--- src/rtl/fetch_if.sv ---
// Fetch-stage bundle: instruction-memory port, redirect from execute, and the
// valid/ready instruction stream toward decode.
interface fetch_if #(
    parameter int DATA_WIDTH    = 32,
    parameter int ADDRESS_WIDTH = 32
);
    logic [ADDRESS_WIDTH-1:0] imem_addr;
    logic [DATA_WIDTH-1:0]    imem_rd;
    logic                     redirect_valid;
    logic [ADDRESS_WIDTH-1:0] redirect_pc;
    logic                     out_valid;
    logic                     out_ready;
    logic [DATA_WIDTH-1:0]    out_instr;
    logic [ADDRESS_WIDTH-1:0] out_pc;
    logic [ADDRESS_WIDTH-1:0] out_pc_plus4;

    modport master (
        output imem_addr,
        input  imem_rd,
        input  redirect_valid,
        input  redirect_pc,
        output out_valid,
        input  out_ready,
        output out_instr,
        output out_pc,
        output out_pc_plus4
    );

    modport slave (
        input  imem_addr,
        output imem_rd,
        output redirect_valid,
        output redirect_pc,
        input  out_valid,
        output out_ready,
        input  out_instr,
        input  out_pc,
        input  out_pc_plus4
    );
endinterface

--- src/rtl/fetch_unit.sv ---
// Instruction fetch: owns the PC, reads the combinational imem and buffers
// {pc, instr} pairs in a small FIFO toward decode; redirects flush the FIFO.
module fetch_unit #(
    parameter int                       DATA_WIDTH    = 32,
    parameter int                       ADDRESS_WIDTH = 32,
    parameter logic [ADDRESS_WIDTH-1:0] RESET_PC      = 32'hBFC00000,
    parameter int                       FIFO_DEPTH    = 2
) (
    input logic     clk,
    input logic     rst,
    fetch_if.master bus
);
    localparam int CNT_W = $clog2(FIFO_DEPTH + 1);
    localparam int PTR_W = $clog2(FIFO_DEPTH);
    localparam logic [CNT_W-1:0] DEPTH_C = CNT_W'(FIFO_DEPTH);

    logic [ADDRESS_WIDTH-1:0] pc_q, pc_d;
    logic [PTR_W-1:0]         rd_ptr_q, rd_ptr_d;
    logic [PTR_W-1:0]         wr_ptr_q, wr_ptr_d;
    logic [CNT_W-1:0]         count_q, count_d;
    logic [ADDRESS_WIDTH-1:0] mem_pc_q    [FIFO_DEPTH];
    logic [ADDRESS_WIDTH-1:0] mem_pc_d    [FIFO_DEPTH];
    logic [DATA_WIDTH-1:0]    mem_instr_q [FIFO_DEPTH];
    logic [DATA_WIDTH-1:0]    mem_instr_d [FIFO_DEPTH];

    logic                     out_valid;
    logic                     pop;
    logic                     push;
    logic [ADDRESS_WIDTH-1:0] redirect_target;
    logic [ADDRESS_WIDTH-1:0] head_pc;
    logic [DATA_WIDTH-1:0]    head_instr;

    always_comb begin
        out_valid       = (count_q != '0);
        pop             = out_valid & bus.out_ready;
        push            = !bus.redirect_valid & ((count_q < DEPTH_C) | pop);
        redirect_target = bus.redirect_pc & ~ADDRESS_WIDTH'(3);

        pc_d        = pc_q;
        rd_ptr_d    = rd_ptr_q;
        wr_ptr_d    = wr_ptr_q;
        count_d     = count_q;
        mem_pc_d    = mem_pc_q;
        mem_instr_d = mem_instr_q;

        if (bus.redirect_valid) begin
            // Flush: the concurrent pop (if any) is already consumed by decode.
            pc_d     = redirect_target;
            rd_ptr_d = '0;
            wr_ptr_d = '0;
            count_d  = '0;
        end else begin
            if (push) begin
                mem_pc_d[wr_ptr_q]    = pc_q;
                mem_instr_d[wr_ptr_q] = bus.imem_rd;
                wr_ptr_d              = wr_ptr_q + PTR_W'(1);
                pc_d                  = pc_q + ADDRESS_WIDTH'(4);
            end
            if (pop) begin
                rd_ptr_d = rd_ptr_q + PTR_W'(1);
            end
            if (push && !pop) begin
                count_d = count_q + CNT_W'(1);
            end else if (pop && !push) begin
                count_d = count_q - CNT_W'(1);
            end
        end
    end

    always_ff @(posedge clk) begin
        if (rst) begin
            pc_q     <= RESET_PC;
            rd_ptr_q <= '0;
            wr_ptr_q <= '0;
            count_q  <= '0;
            for (int i = 0; i < FIFO_DEPTH; i++) begin
                mem_pc_q[i]    <= '0;
                mem_instr_q[i] <= '0;
            end
        end else begin
            pc_q        <= pc_d;
            rd_ptr_q    <= rd_ptr_d;
            wr_ptr_q    <= wr_ptr_d;
            count_q     <= count_d;
            mem_pc_q    <= mem_pc_d;
            mem_instr_q <= mem_instr_d;
        end
    end

    // Head outputs are zeroed whenever the FIFO is empty.
    assign head_pc    = mem_pc_q[rd_ptr_q];
    assign head_instr = mem_instr_q[rd_ptr_q];

    assign bus.imem_addr    = pc_q;
    assign bus.out_valid    = out_valid;
    assign bus.out_pc       = out_valid ? head_pc : '0;
    assign bus.out_instr    = out_valid ? head_instr : '0;
    assign bus.out_pc_plus4 = out_valid ? (head_pc + ADDRESS_WIDTH'(4)) : '0;
endmodule

--- src/flat_wrapper.sv ---
// flat-port wrapper written by rule: the top's interface ports become plain ports
module fetch_unit_flat 
#(
    parameter int                       DATA_WIDTH    = 32,
    parameter int                       ADDRESS_WIDTH = 32,
    parameter logic [ADDRESS_WIDTH-1:0] RESET_PC      = 32'hBFC00000,
    parameter int                       FIFO_DEPTH    = 2
)
  (clk, rst, bus_imem_addr, bus_imem_rd, bus_redirect_valid, bus_redirect_pc, bus_out_valid, bus_out_ready, bus_out_instr, bus_out_pc, bus_out_pc_plus4);
  fetch_if #(.DATA_WIDTH(DATA_WIDTH), .ADDRESS_WIDTH(ADDRESS_WIDTH)) bus_i ();
  input logic clk;
  input logic rst;
  output wire logic [$bits(bus_i.imem_addr)-1:0] bus_imem_addr;
  input wire logic [$bits(bus_i.imem_rd)-1:0] bus_imem_rd;
  input wire logic [$bits(bus_i.redirect_valid)-1:0] bus_redirect_valid;
  input wire logic [$bits(bus_i.redirect_pc)-1:0] bus_redirect_pc;
  output wire logic [$bits(bus_i.out_valid)-1:0] bus_out_valid;
  input wire logic [$bits(bus_i.out_ready)-1:0] bus_out_ready;
  output wire logic [$bits(bus_i.out_instr)-1:0] bus_out_instr;
  output wire logic [$bits(bus_i.out_pc)-1:0] bus_out_pc;
  output wire logic [$bits(bus_i.out_pc_plus4)-1:0] bus_out_pc_plus4;
  assign bus_imem_addr = bus_i.imem_addr;
  assign bus_i.imem_rd = bus_imem_rd;
  assign bus_i.redirect_valid = bus_redirect_valid;
  assign bus_i.redirect_pc = bus_redirect_pc;
  assign bus_out_valid = bus_i.out_valid;
  assign bus_i.out_ready = bus_out_ready;
  assign bus_out_instr = bus_i.out_instr;
  assign bus_out_pc = bus_i.out_pc;
  assign bus_out_pc_plus4 = bus_i.out_pc_plus4;
  fetch_unit #(.DATA_WIDTH(DATA_WIDTH), .ADDRESS_WIDTH(ADDRESS_WIDTH), .RESET_PC(RESET_PC), .FIFO_DEPTH(FIFO_DEPTH)) u_core (.clk(clk), .rst(rst), .bus(bus_i));
endmodule
--- config.mk ---
export PLATFORM = sky130hd
export DESIGN_NAME = fetch_unit_flat
export DESIGN_NICKNAME = d
export VERILOG_FILES = /design/src/rtl/fetch_if.sv /design/src/rtl/fetch_unit.sv /design/src/flat_wrapper.sv
export SDC_FILE = /design/constraint.sdc
export NUM_CORES = 1
export LEC_CHECK = 0
export ABC_AREA = 0
export CORE_ASPECT_RATIO = 0.8
export CORE_MARGIN = 8
export CORE_UTILIZATION = 25
export CTS_CLUSTER_DIAMETER = 40
export DETAILED_ROUTE_END_ITERATION = 16
export GPL_TIMING_DRIVEN = 0
export PLACE_DENSITY = 0.51
export SKIP_LAST_GASP = 1
export SYNTH_ARGS = -nofsm -noshare
export SYNTH_HDL_FRONTEND = slang
export SYNTH_SLANG_ARGS = --single-unit
--- constraint.sdc ---
create_clock -name clk -period 9 [get_ports clk]
set_input_delay 1.35 -clock clk [delete_from_list [all_inputs] [get_ports clk]]
set_output_delay 1.35 -clock clk [all_outputs]
set_load 0.05 [all_outputs]
==> results.cfg <==
[outcome]
status = finished clean

[cts]
clk_pin_slew_ns = 0.07
clock_path_buffers = 2
ctsResizeCount = 0
htree_levels = 4
cts_root_buf = clkbuf_16
cts_made_buffers = 17
clkSinkCount = 158
insertion_delay_ns = 0.43
cts_tree = done
cts_setup_buffers = 0
ctsHoldBuffers = 0

[finish]
area_delta_synth_final_pct = 37.7
antenna_cells = 0
nets = 1366
drive_gt1_frac = 0.0474
utilization = 0.350

[worst_setup_path]
arrival_ns = 4.77
worstPathCellList = buf_4, buf_4, buf_2, buf_2, nand2_1, nand2_1, ha_1, nand4b_1, a22oi_2, nand4_2, nor3_1, mux2_1, clkdlybuf4s50_1
crit_path_start = u_core.rd_ptr_q$_SDFFE_PP0P_
critical_path_class = reg -> out
r2r-end = u_core.mem_instr_q[57]$_SDFFE_PP0P_
endpoint = bus_out_pc_plus4[30]
end_kind = primary output
r2r_slack_ns = 6.38
critPathSlowestCell = clkdlybuf4s50_1
rr_worst_depth = 6
max_stage_delay_ns = 0.71
path_delay_family = buffers and inverters
critPathBufInv = 5
start_kind = register
cp_max_fo = 10
cp_num_cells = 13
timing.rr.start = u_core.count_q[1]$_SDFFE_PP0P_
critPathRequiredTime_ns = 7.65

[detailed_routing]
vias = 8130
postRouteAntennaNets = 0
drc = 0
wl_um = 31400
avgRoutedWirePerCell_um = 18.2
viasPerCell = 4.70
dr.pass1.iters = 5
drtIter0Drc = 427

[run]
cap_violations = 0

[logic_synthesis]
synth_top_area_cell = dfxtp_1
synth_area_leaders = dfxtp_1, nand2_1, a21oi_1, mux2i_1, nor2_1
ys_ff_latch = 158
synthCells = 1083
synth_seq_area_share = 0.395
yosys_warnings = 0
avgSynthCellArea_um2 = 7.40
synth_edf_count = 0
netlist_area_um2 = 8010
yosysUniqueCellTypes = 58
synth-main-ff-cell = dfxtp_1
async_reset_ff_frac = 0
yosysTopAreaCellShare = 0.395

[timing]
holdWs_ns = 0.456
worst_pin_slew_ns = 1.21
setup_viol = 0
finalCritPeriodShare = 0.680
max_freq_mhz = 163
final.setup.tns_ns = 0
relSlewSlack = 0.185
skew_ns = 0.0120
finalCriticalPeriod_ns = 6.12
final-max-slew-violation-count = 0
rsz0062_at_grt = no
hold_viol = 0

[die]
die-area_um2 = 38100
die_h_um = 176
start_util = 0.254
rows = 58
io_pins = 197
core_um2 = 31500
die_w_um = 216

[hold_path]
min_path_type = reg -> reg

[place]
io_buffers = 188
gp_congestion = 0.779
dp.final_hpwl_um = 24600

[global_route]
grt_pass1_wl_um = 47900
grt_max_degree = 18
overflow = 0
grtUsageTotal = 0.161
antenna_found_initial = 1
grt_pass1_vias = 7859

[power_and_ir_drop]
ir_drop_uv = 96.7
p_per_area_nw_per_um2 = 167
p_leak_nw = 3.59
==> kinds of logic after synthesis <==
kind of cell             after synthesis  share of synthesized area
AND/OR/NAND/NOR                      524                      0.287
AO/OA/AOI/OAI                        208                      0.146
flip-flops                           158                      0.395
buffers and inverters                 89                     0.0467
multiplexers                          65                     0.0820
XOR/XNOR                              35                     0.0383
adder cells (fa/ha/maj)                3                    0.00469
other                                  1                   0.000468
==> power by group <==
| group | switching, mW | internal, mW | leakage [nW] | total, mW |
|---|---|---|---|---|
| clock network | 0.335 | 0.397 | 0.289 | 0.732 |
| logic | 0.225 | 0.116 | 2.01 | 0.340 |
| registers | 0.0374 | 0.734 | 1.29 | 0.771 |
==> area by class of cell <==
| cell class | instances | area (um2) |
|---|---|---|
| Sequential cell | 158 | 3160 |
| Inverter | 5 | 18.8 |
| Multi-Input combinational cell | 841 | 4490 |
| Timing Repair Buffer | 188 | 1880 |
| Buffer | 84 | 355 |
| Clock buffer | 18 | 429 |
| Fill cell | 3410 | 20500 |
| Clock inverter | 14 | 168 |
| Tap cell | 420 | 526 |
==> metrics by stage <==
step                setup slack [ns]  instance area [um2]  power, mW  instances
finish                          2.88                11000       1.84       1728
global route                    2.58                11000       1.93       1728
CTS                             2.85                11000       1.86       1728
detailed placement              3.32                10400       1.13       1696
global placement                3.34                10400       1.13       1696
floorplan                       4.06                 8030      0.984       1088
==> worst min-delay path by stage <==
stage | start | end | cells after the start
3_5_place_dp | u_core.mem_instr_q[50]$_SDFFE_PP0P_ | u_core.mem_instr_q[50]$_SDFFE_PP0P_ | 2
4_1_cts | u_core.mem_instr_q[50]$_SDFFE_PP0P_ | u_core.mem_instr_q[50]$_SDFFE_PP0P_ | 2
6_report | u_core.mem_instr_q[0]$_SDFFE_PP0P_ | u_core.mem_instr_q[0]$_SDFFE_PP0P_ | 2
5_1_grt | u_core.mem_instr_q[53]$_SDFFE_PP0P_ | u_core.mem_instr_q[53]$_SDFFE_PP0P_ | 2
2_1_floorplan | u_core.mem_pc_q[59]$_SDFFE_PP0P_ | u_core.mem_pc_q[59]$_SDFFE_PP0P_ | 2
3_3_place_gp | u_core.mem_instr_q[50]$_SDFFE_PP0P_ | u_core.mem_instr_q[50]$_SDFFE_PP0P_ | 2
==> cells in the mapped netlist (3+ instances only) <==
library cell / instances
and4_1: 3
nand3_1: 19
mux2i_1: 60
a211oi_1: 10
xor2_1: 22
xnor2_1: 13
nand3b_1: 5
o21ai_0: 17
buf_2: 8
buf_4: 8
nand2b_1: 4
dfxtp_1: 158
nor4_1: 3
nand2_1: 304
ha_1: 3
and2_1: 12
nor2_1: 101
nand4_1: 25
or3_1: 3
o31ai_1: 6
nand4b_1: 4
and3_1: 7
mux2_2: 3
nor2b_1: 7
o31a_1: 3
clkbuf_1: 66
a21oi_1: 148
inv_1: 4
nor3_1: 12
==> registers in the layout (all words and copies together) (netlist names) <==
register	flops
u_core.bus.imem_addr	30
u_core.count_q	2
u_core.mem_instr_q	64
u_core.mem_pc_q	60
u_core.rd_ptr_q	1
u_core.wr_ptr_q	1
==> worst min-delay path, cell delays in order, from the launching register on <==
cell and delay, ns:
dfxtp_1 0.31, nand2_1 0.05, a21oi_1 0.05
==> placed cells by master, fill, tap and decap left out, drive strengths merged, types with 7 or more instances in the layout <==
cell | synthesis | layout
nor2 | 101 | 101
mux2i | 60 | 60
nor2b | 7 | 7
and2 | 12 | 12
a21oi | 148 | 148
and3 | 7 | 7
nand4 | 27 | 27
clkdlybuf4s50 | 0 | 188
nor3 | 13 | 13
o21ai | 19 | 19
xor2 | 22 | 22
inv | 4 | 12
clkbuf | 66 | 84
dfxtp | 158 | 158
xnor2 | 13 | 13
nand2 | 304 | 304
buf | 18 | 18
a211oi | 10 | 10
nand3 | 19 | 19
==> metal layers <==
metal / wire, um / vias to the layer above / global-route usage
li1: - / 4089 / -
met1: 15900 / 3815 / 0.232
met2: 13500 / 212 / 0.243
met3: 1840 / 14 / 0.0354
met4: 212 / 0 / 0.0324
met5: 0 / - / 0
Note: power is estimated with default switching activity, not from simulation.
